$ cat src/rtl/mpadd_seq.sv
// Multi-precision add/subtract sequencer: one SIZE-bit adder shared across LIMBS limbs.
// Define MPADD_PIPE_ACCEPT_EN to allow a retire and a new accept on the same edge.
module mpadd_seq #(
    parameter int SIZE  = 4,
    parameter int LIMBS = 4
) (
    input  logic                  clk,
    input  logic                  rst,
    input  logic                  in_valid,
    output logic                  in_ready,
    input  logic [SIZE*LIMBS-1:0] a,
    input  logic [SIZE*LIMBS-1:0] b,
    input  logic                  sub,
    output logic                  out_valid,
    input  logic                  out_ready,
    output logic [SIZE*LIMBS-1:0] result,
    output logic                  cout,
    output logic                  ovf,
    output logic                  zero
);
    localparam int W  = SIZE * LIMBS;
    localparam int IW = (LIMBS > 1) ? $clog2(LIMBS) : 1;
    localparam logic [IW-1:0] LAST = IW'(LIMBS - 1);

    typedef enum logic [1:0] {IDLE, RUN, DONE} state_t;

    state_t          state;
    logic [W-1:0]    a_q;
    logic [W-1:0]    b_q;
    logic            sub_q;
    logic            c;
    logic [IW-1:0]   i;

    logic [SIZE-1:0] a_limb;
    logic [SIZE-1:0] b_limb;
    logic [SIZE-1:0] s;
    logic            co;
    logic [W-1:0]    res_next;
    logic            accept;

    // Shared limb adder; res_next is the result with the current limb merged in,
    // so the flags registered on the last limb see the complete value.
    always_comb begin
        a_limb   = a_q[int'(i)*SIZE +: SIZE];
        b_limb   = b_q[int'(i)*SIZE +: SIZE] ^ {SIZE{sub_q}};
        {co, s}  = {1'b0, a_limb} + {1'b0, b_limb} + {{SIZE{1'b0}}, c};
        res_next = result;
        res_next[int'(i)*SIZE +: SIZE] = s;
    end

`ifdef MPADD_PIPE_ACCEPT_EN
    assign in_ready = ~rst & ((state == IDLE) | ((state == DONE) & out_ready));
`else
    assign in_ready = ~rst & (state == IDLE);
`endif

    assign accept    = in_valid & in_ready;
    assign out_valid = (state == DONE);

    always_ff @(posedge clk) begin
        if (rst) begin
            state  <= IDLE;
            result <= '0;
            cout   <= 1'b0;
            ovf    <= 1'b0;
            zero   <= 1'b0;
            c      <= 1'b0;
            i      <= '0;
        end else if (accept) begin
            a_q   <= a;
            b_q   <= b;
            sub_q <= sub;
            c     <= sub;
            i     <= '0;
            state <= RUN;
        end else begin
            case (state)
                RUN: begin
                    result <= res_next;
                    c      <= co;
                    if (i == LAST) begin
                        state <= DONE;
                        cout  <= co;
                        ovf   <= (a_q[W-1] ~^ (b_q[W-1] ^ sub_q)) & (res_next[W-1] ^ a_q[W-1]);
                        zero  <= (res_next == '0);
                    end else begin
                        i <= i + 1'b1;
                    end
                end
                DONE: begin
                    if (out_ready) state <= IDLE;
                end
                default: state <= IDLE;
            endcase
        end
    end
endmodule

$ cat config.mk
export PLATFORM = sky130hd
export DESIGN_NAME = mpadd_seq
export DESIGN_NICKNAME = d
export VERILOG_FILES = /design/src/rtl/mpadd_seq.sv
export SDC_FILE = /design/constraint.sdc
export NUM_CORES = 1
export LEC_CHECK = 0
export ABC_AREA = 0
export CAP_MARGIN = 20
export CORE_UTILIZATION = 45
export DETAILED_ROUTE_END_ITERATION = 16
export GPL_TIMING_DRIVEN = 1
export PLACE_DENSITY = 0.74
export SKIP_LAST_GASP = 1
export SLEW_MARGIN = 20
export SYNTH_ARGS = -nofsm -noshare
export SYNTH_HDL_FRONTEND = slang
export SYNTH_SLANG_ARGS = --single-unit
$ cat constraint.sdc
create_clock -name clk -period 2.64 [get_ports clk]
set_input_delay 0.792 -clock clk [delete_from_list [all_inputs] [get_ports clk]]
set_output_delay 0.792 -clock clk [all_outputs]
set_load 0.05 [all_outputs]
==> impl_metrics.toml, run 1 <==
[placement]
place_area_mm2 = 0.00340
post-place-ws_ps = -47.2
place_congestion = 0.856
placed_cells = 346
dp_hpwl_um = 3600
port_buffers = 57

[global_route]
antenna_found_initial = 0
grt_max_degree = 39
gr-total-overflow = 0
grt_pass1_wl_um = 8450
track_usage = 0.183
grt_pass1_vias = 1863

[routing]
drc = 0
drt_iter0_drc = 71
viasPerCell = 5.22
ant_nets = 0
wl_per_cell_um = 13.6
num_vias = 1900
wirelength_um = 4960
drt_pre_antenna_iters = 4

[final_layout]
final_cells = 364
fin_area_mm2 = 0.00361
fin_util = 0.643
fin_nets = 335
syn2layout_area_growth_pct = 34.7
antenna_cells = 0
drive_gt1_frac = 0.185

[timing]
worst_slack_ps = -29.8
max_freq_mhz = 375
hold_slack_ps = 479
hold_viol_final = 0
period_share = 1.01
rsz0062_at_grt = "true"
period_minus_slack_ps = 2670
max_slew_margin = 0.669
totalNegativeSetupSlack_ps = -29.8
finalSetupViolations = 1
fin_skew_ps = 8.11
drv_slew = 0
worst_pin_slew_ps = 495

[floorplan]
die_area_mm2 = 0.00626
die_w_um = 79.1
core.rowCount = 27
core_area_mm2 = 0.00561
die_h_um = 79.1
io_pins = 58
start_util = 0.477

[logic_synthesis]
synth-edff-count = 33
synthTopCellsByArea = "edfxtp_1, dfxtp_1, mux4_2, ha_1, nor2_1"
syn_nets = 265
async_reset_ff_frac = 0
ys_ff_latch = 57
yosysUniqueCellTypes = 48
postSynthCellCount = 217
synth_seq_area_share = 0.550
yosysTopAreaCellShare = 0.370
synth_warnings = 0
synth_area_mm2 = 0.00268
synth.avg_cell_area_um2 = 12.3
yosys_most_used_dff = "edfxtp_1"
yosys.area.top_type = "edfxtp_1"

[clock_tree]
cts_root_buf = "clkbuf_8"
cts_max_path_buffers = 2
clk_latency_ps = 340
ctsHoldBuffers = 0
htreeDepth = 3
cts_made_buffers = 9
clk_pin_slew_ps = 70
cts_tree = "done"
clock-sinks = 57

[pwr]
power_density_mw_per_mm2 = 654
total_power_mw = 2.36
peakVddDrop_v = 0.000541
cellLeakagePower_nw = 1.29

[worst_setup_path]
start_kind = "flop"
cp_max_fo = 3
reg2reg_depth = 7
worst-path-buf-inv = 0
crit_top_cell = "fa_2"
critical_path.top_delay_family = "adder cells"
worstSetupPathDepth = 7
path_cells = "mux4_2 > xnor2_1 > fa_2 > fa_2 > a2bb2oi_1 > nand4_1 > o41ai_2"
required_ps = 2890
crit_arrival_ps = 2920
worst-setup-path-type = "reg2reg"
cp-end-kind = "flop"
slowest_delay_ps = 590
cp_slowest_cell = "fa_2"

[flow_run]
max-cap-violations = 0

[hold_path]
worst_hold_path_type = "reg2reg"
min_path_cells = 2

[outcome]
status = "finished, violations left"
violations = "setup timing"
layer usage:
metal / part of all wire / vias up / global-route usage
met5: 0 / - / 0
li1: - / 947 / -
met4: 0.014 / 0 / 0.0709
met1: 0.43 / 887 / 0.212
met3: 0.051 / 5 / 0.0736
met2: 0.51 / 61 / 0.302
worst paths after layout:
path	start	endpoint	slack, ps
min	result[2]$_SDFFE_PP0P_	result[2]$_SDFFE_PP0P_	480
min reg2reg	result[2]$_SDFFE_PP0P_	result[2]$_SDFFE_PP0P_	480
max	i[0]$_SDFFE_PP0P_	zero$_SDFFE_PP0P_	-30
max reg2reg	i[0]$_SDFFE_PP0P_	zero$_SDFFE_PP0P_	-30
cell usage in the layout (no fill, tap or decap), types with 3 or more instances in the layout:
cell,synthesis,routed
xnor2_1,3,3
nor2_1,30,30
inv_1,8,8
clkdlybuf4s50_1,0,56
clkbuf_8,0,9
a211oi_1,4,4
clkinvlp_4,0,3
nand2_1,8,8
nor3_1,9,8
a21oi_1,11,10
buf_4,2,13
a22oi_1,6,6
edfxtp_1,33,33
mux2i_1,4,4
ha_1,9,9
a2bb2oi_1,5,5
xor2_1,4,3
mux4_2,7,7
dfxtp_1,24,23
nand4_1,5,5
power breakdown:
group	internal, mW	switching [mW]
clock	0.341	0.356
combinational	0.320	0.328
sequential	0.989	0.0239
total	1.65	0.707
what timing repair did:
action | CTS | global route
endpoints found under the setup margin | 5 | 4
pin swaps | 2 | 3
gates resized for setup | 4 | 1
buffers inserted | 0 | 2
hold endpoints to repair | 0 | 0
state kept, by name (all words and copies together) (netlist names):
| register | cells |
|---|---|
| c | 1 |
| result | 16 |
| cout | 1 |
| zero | 1 |
| sub_q | 1 |
| b_q | 16 |
| ovf | 1 |
| state | 2 |
| i | 2 |
| a_q | 16 |
layout make-up:
class                   instances  area (µm²)
inverters                       8        30.0
repair buffers                 72         709
fillers                       449        2000
multi-input cells             139        1130
flip-flops and latches         57        1470
clock buffers                  10         128
well taps                      72        90.1
clock inverters                 6        45.0
cell usage after synthesis (3+ instances only):
cell,n
edfxtp_1,33
nor2_1,30
dfxtp_1,24
a21oi_1,11
ha_1,9
nor3_1,9
inv_1,8
nand2_1,8
mux4_2,7
a22oi_1,6
a2bb2oi_1,5
buf_2,5
nand4_1,5
a211oi_1,4
mux2i_1,4
xor2_1,4
clkbuf_1,3
xnor2_1,3
cell families after synthesis:
group                    synth area share
AND/OR/NAND/NOR                     0.139
XOR/XNOR                           0.0229
flip-flops                          0.550
multiplexers                       0.0837
adder cells (fa/ha/maj)            0.0570
buffers and inverters              0.0383
AO/OA/AOI/OAI                       0.109
tightest hold or removal path: stages, from the launching register on:
cell     delay (ps)
dfxtp_1         320
nand2_1          60
a21oi_1          50
Note: power is estimated with default switching activity, not from simulation.
==> run 2, diff against run 1 <==
--- a/config.mk
+++ b/config.mk
@@ -10,6 +10,7 @@
 export CORE_UTILIZATION = 45
 export DETAILED_ROUTE_END_ITERATION = 16
 export GPL_TIMING_DRIVEN = 1
+export HOLD_SLACK_MARGIN = 0.15
 export PLACE_DENSITY = 0.74
 export SKIP_LAST_GASP = 1
 export SLEW_MARGIN = 20
==> results of run 2 <==
The final DEF is identical to that of run 1; final timing and power are the same.
==> run 3, diff against run 2 <==
--- a/config.mk
+++ b/config.mk
@@ -7,11 +7,11 @@
 export LEC_CHECK = 0
 export ABC_AREA = 0
 export CAP_MARGIN = 20
-export CORE_UTILIZATION = 45
+export CORE_UTILIZATION = 41
 export DETAILED_ROUTE_END_ITERATION = 16
 export GPL_TIMING_DRIVEN = 1
 export HOLD_SLACK_MARGIN = 0.15
-export PLACE_DENSITY = 0.74
+export PLACE_DENSITY = 0.68
 export SKIP_LAST_GASP = 1
 export SLEW_MARGIN = 20
 export SYNTH_ARGS = -nofsm -noshare
==> impl_metrics.toml, run 3 (synthesis results as in run 1) <==
[final_layout]
largestRegisters = "a_q: 16 flops, b_q: 16 flops, result: 16 flops"
layout_commonest_cell = "clkdlybuf4s50_1"
final_cells = 370
syn2layout_area_growth_pct = 36.7
final_cell_mix = "clkdlybuf4s50_1, edfxtp_1, nor2_1, dfxtp_1, buf_4"
regArea_mm2 = 0.00148
fin_util = 0.579
fin_nets = 336
drive_gt1_frac = 0.195
fill_cells = 541
multi_input_area_mm2 = 0.00115
antenna_cells = 0

[global_route]
grt_pass1_wl_um = 8650
track_usage = 0.175
grt_pass1_vias = 1856
grt_max_degree = 39
antenna_found_initial = 0
gr-total-overflow = 0

[floorplan]
die_w_um = 82.8
core.rowCount = 29
start_util = 0.424
die_h_um = 82.8
core_area_mm2 = 0.00631
die_area_mm2 = 0.00686
io_pins = 58

[clock_tree]
cts_made_buffers = 9
htreeDepth = 3
clk_latency_ps = 340
cts_tree = "done"
ctsHoldBuffers = 0
cts_max_path_buffers = 2
clk_pin_slew_ps = 70
clock-sinks = 57
cts_root_buf = "clkbuf_8"

[routing]
drc = 0
drt_pre_antenna_iters = 4
viasPerCell = 5.15
num_vias = 1905
drt_iter0_drc = 78
ant_nets = 0
wirelength_um = 5280
wl_per_cell_um = 14.3

[worst_setup_path]
worst-setup-path-type = "reg2reg"
start_kind = "flop"
slowest_delay_ps = 510
cp-end-kind = "flop"
worst-path-buf-inv = 3
path_cells = "mux4_2 > xnor2_1 > fa_2 > fa_2 > nor2_1 > mux2i_1 > buf_4 > buf_4 > buf_4 > a211oi_1"
cp_slowest_cell = "mux4_2"
required_ps = 2900
critical_path.top_delay_family = "adder cells"
crit_arrival_ps = 3040
cp_max_fo = 4
crit_top_cell = "buf_4"

[placement]
dp_hpwl_um = 3680
place_congestion = 0.827
placed_cells = 350
port_buffers = 57

[timing]
rsz0062_at_grt = "true"
period_minus_slack_ps = 2780
drv_slew = 0
finalSetupViolations = 2
max_slew_margin = 0.669
max_freq_mhz = 359
period_share = 1.05
fin_skew_ps = 7.64
hold_viol_final = 0
worst_pin_slew_ps = 495
worst_slack_ps = -143

[pwr]
total_power_mw = 2.42
peakVddDrop_v = 0.000569
cellLeakagePower_nw = 1.31
power_density_mw_per_mm2 = 662

[hold_path]
worst_hold_path_type = "reg2reg"

[flow_run]
max-cap-violations = 0

[outcome]
status = "finished, violations left"
violations = "setup timing"
==> run 3: what timing repair did <==
action,4_1_cts,5_1_grt
setup buffers,1,3
pin swaps,2,4
endpoints found under the setup margin,5,4
resized for setup,6,5
==> run 3: worst reg2reg max path, delay by kind of cell (launching register included) <==
family                     cells  cell delay, ps
buffers and inverters          3             390
DFF                            1             370
adders and majority gates      2             840
xor gates and xnor gates       1             160
muxes                          2             610
AOI/OAI and AO/OA              1             210
and+or+nand+nor                1             120
==> run 3: per-stage QoR <==
step	cell area, µm²	hold slack (ps)	TNS [ps]	setup slack, ps
2_1_floorplan	2690	575	-78.9	-78.9
3_5_place_dp	3400	474	-143	-136
5_1_grt	3660	537	-651	-287
6_report	3660	486	-278	-143
4_1_cts	3610	485	-89.0	-89.0
3_3_place_gp	3400	458	-19.9	-19.9
==> run 3: layer usage <==
metal / wire length (µm) / vias up / global-route usage
met5: 0 / - / 0
met4: 119 / 0 / 0.0672
met3: 282 / 14 / 0.0667
met2: 2670 / 59 / 0.301
met1: 2200 / 883 / 0.196
li1: - / 949 / -
==> run 3: final cells by class <==
cell class                      count  area share
Clock inverter                      7      0.0151
Tap cell                           77      0.0263
Timing Repair Buffer               73       0.198
Multi-Input combinational cell    139       0.315
Clock buffer                        9      0.0339
Sequential cell                    57       0.403
Inverter                            8     0.00821
==> run 3: final timing paths <==
kind	cells past startpoint	from	slack [ps]	endpoint
max	10	i[0]$_SDFFE_PP0P_	-140	result[1]$_SDFFE_PP0P_
min	2	result[2]$_SDFFE_PP0P_	490	result[2]$_SDFFE_PP0P_
max reg2reg	10	i[0]$_SDFFE_PP0P_	-140	result[1]$_SDFFE_PP0P_
min reg2reg	2	result[2]$_SDFFE_PP0P_	490	result[2]$_SDFFE_PP0P_
==> run 3: power by group <==
part | internal (mW) | switching, mW | total (mW)
logic | 0.340 | 0.348 | 0.688
clock network | 0.345 | 0.373 | 0.718
registers | 0.989 | 0.0263 | 1.02
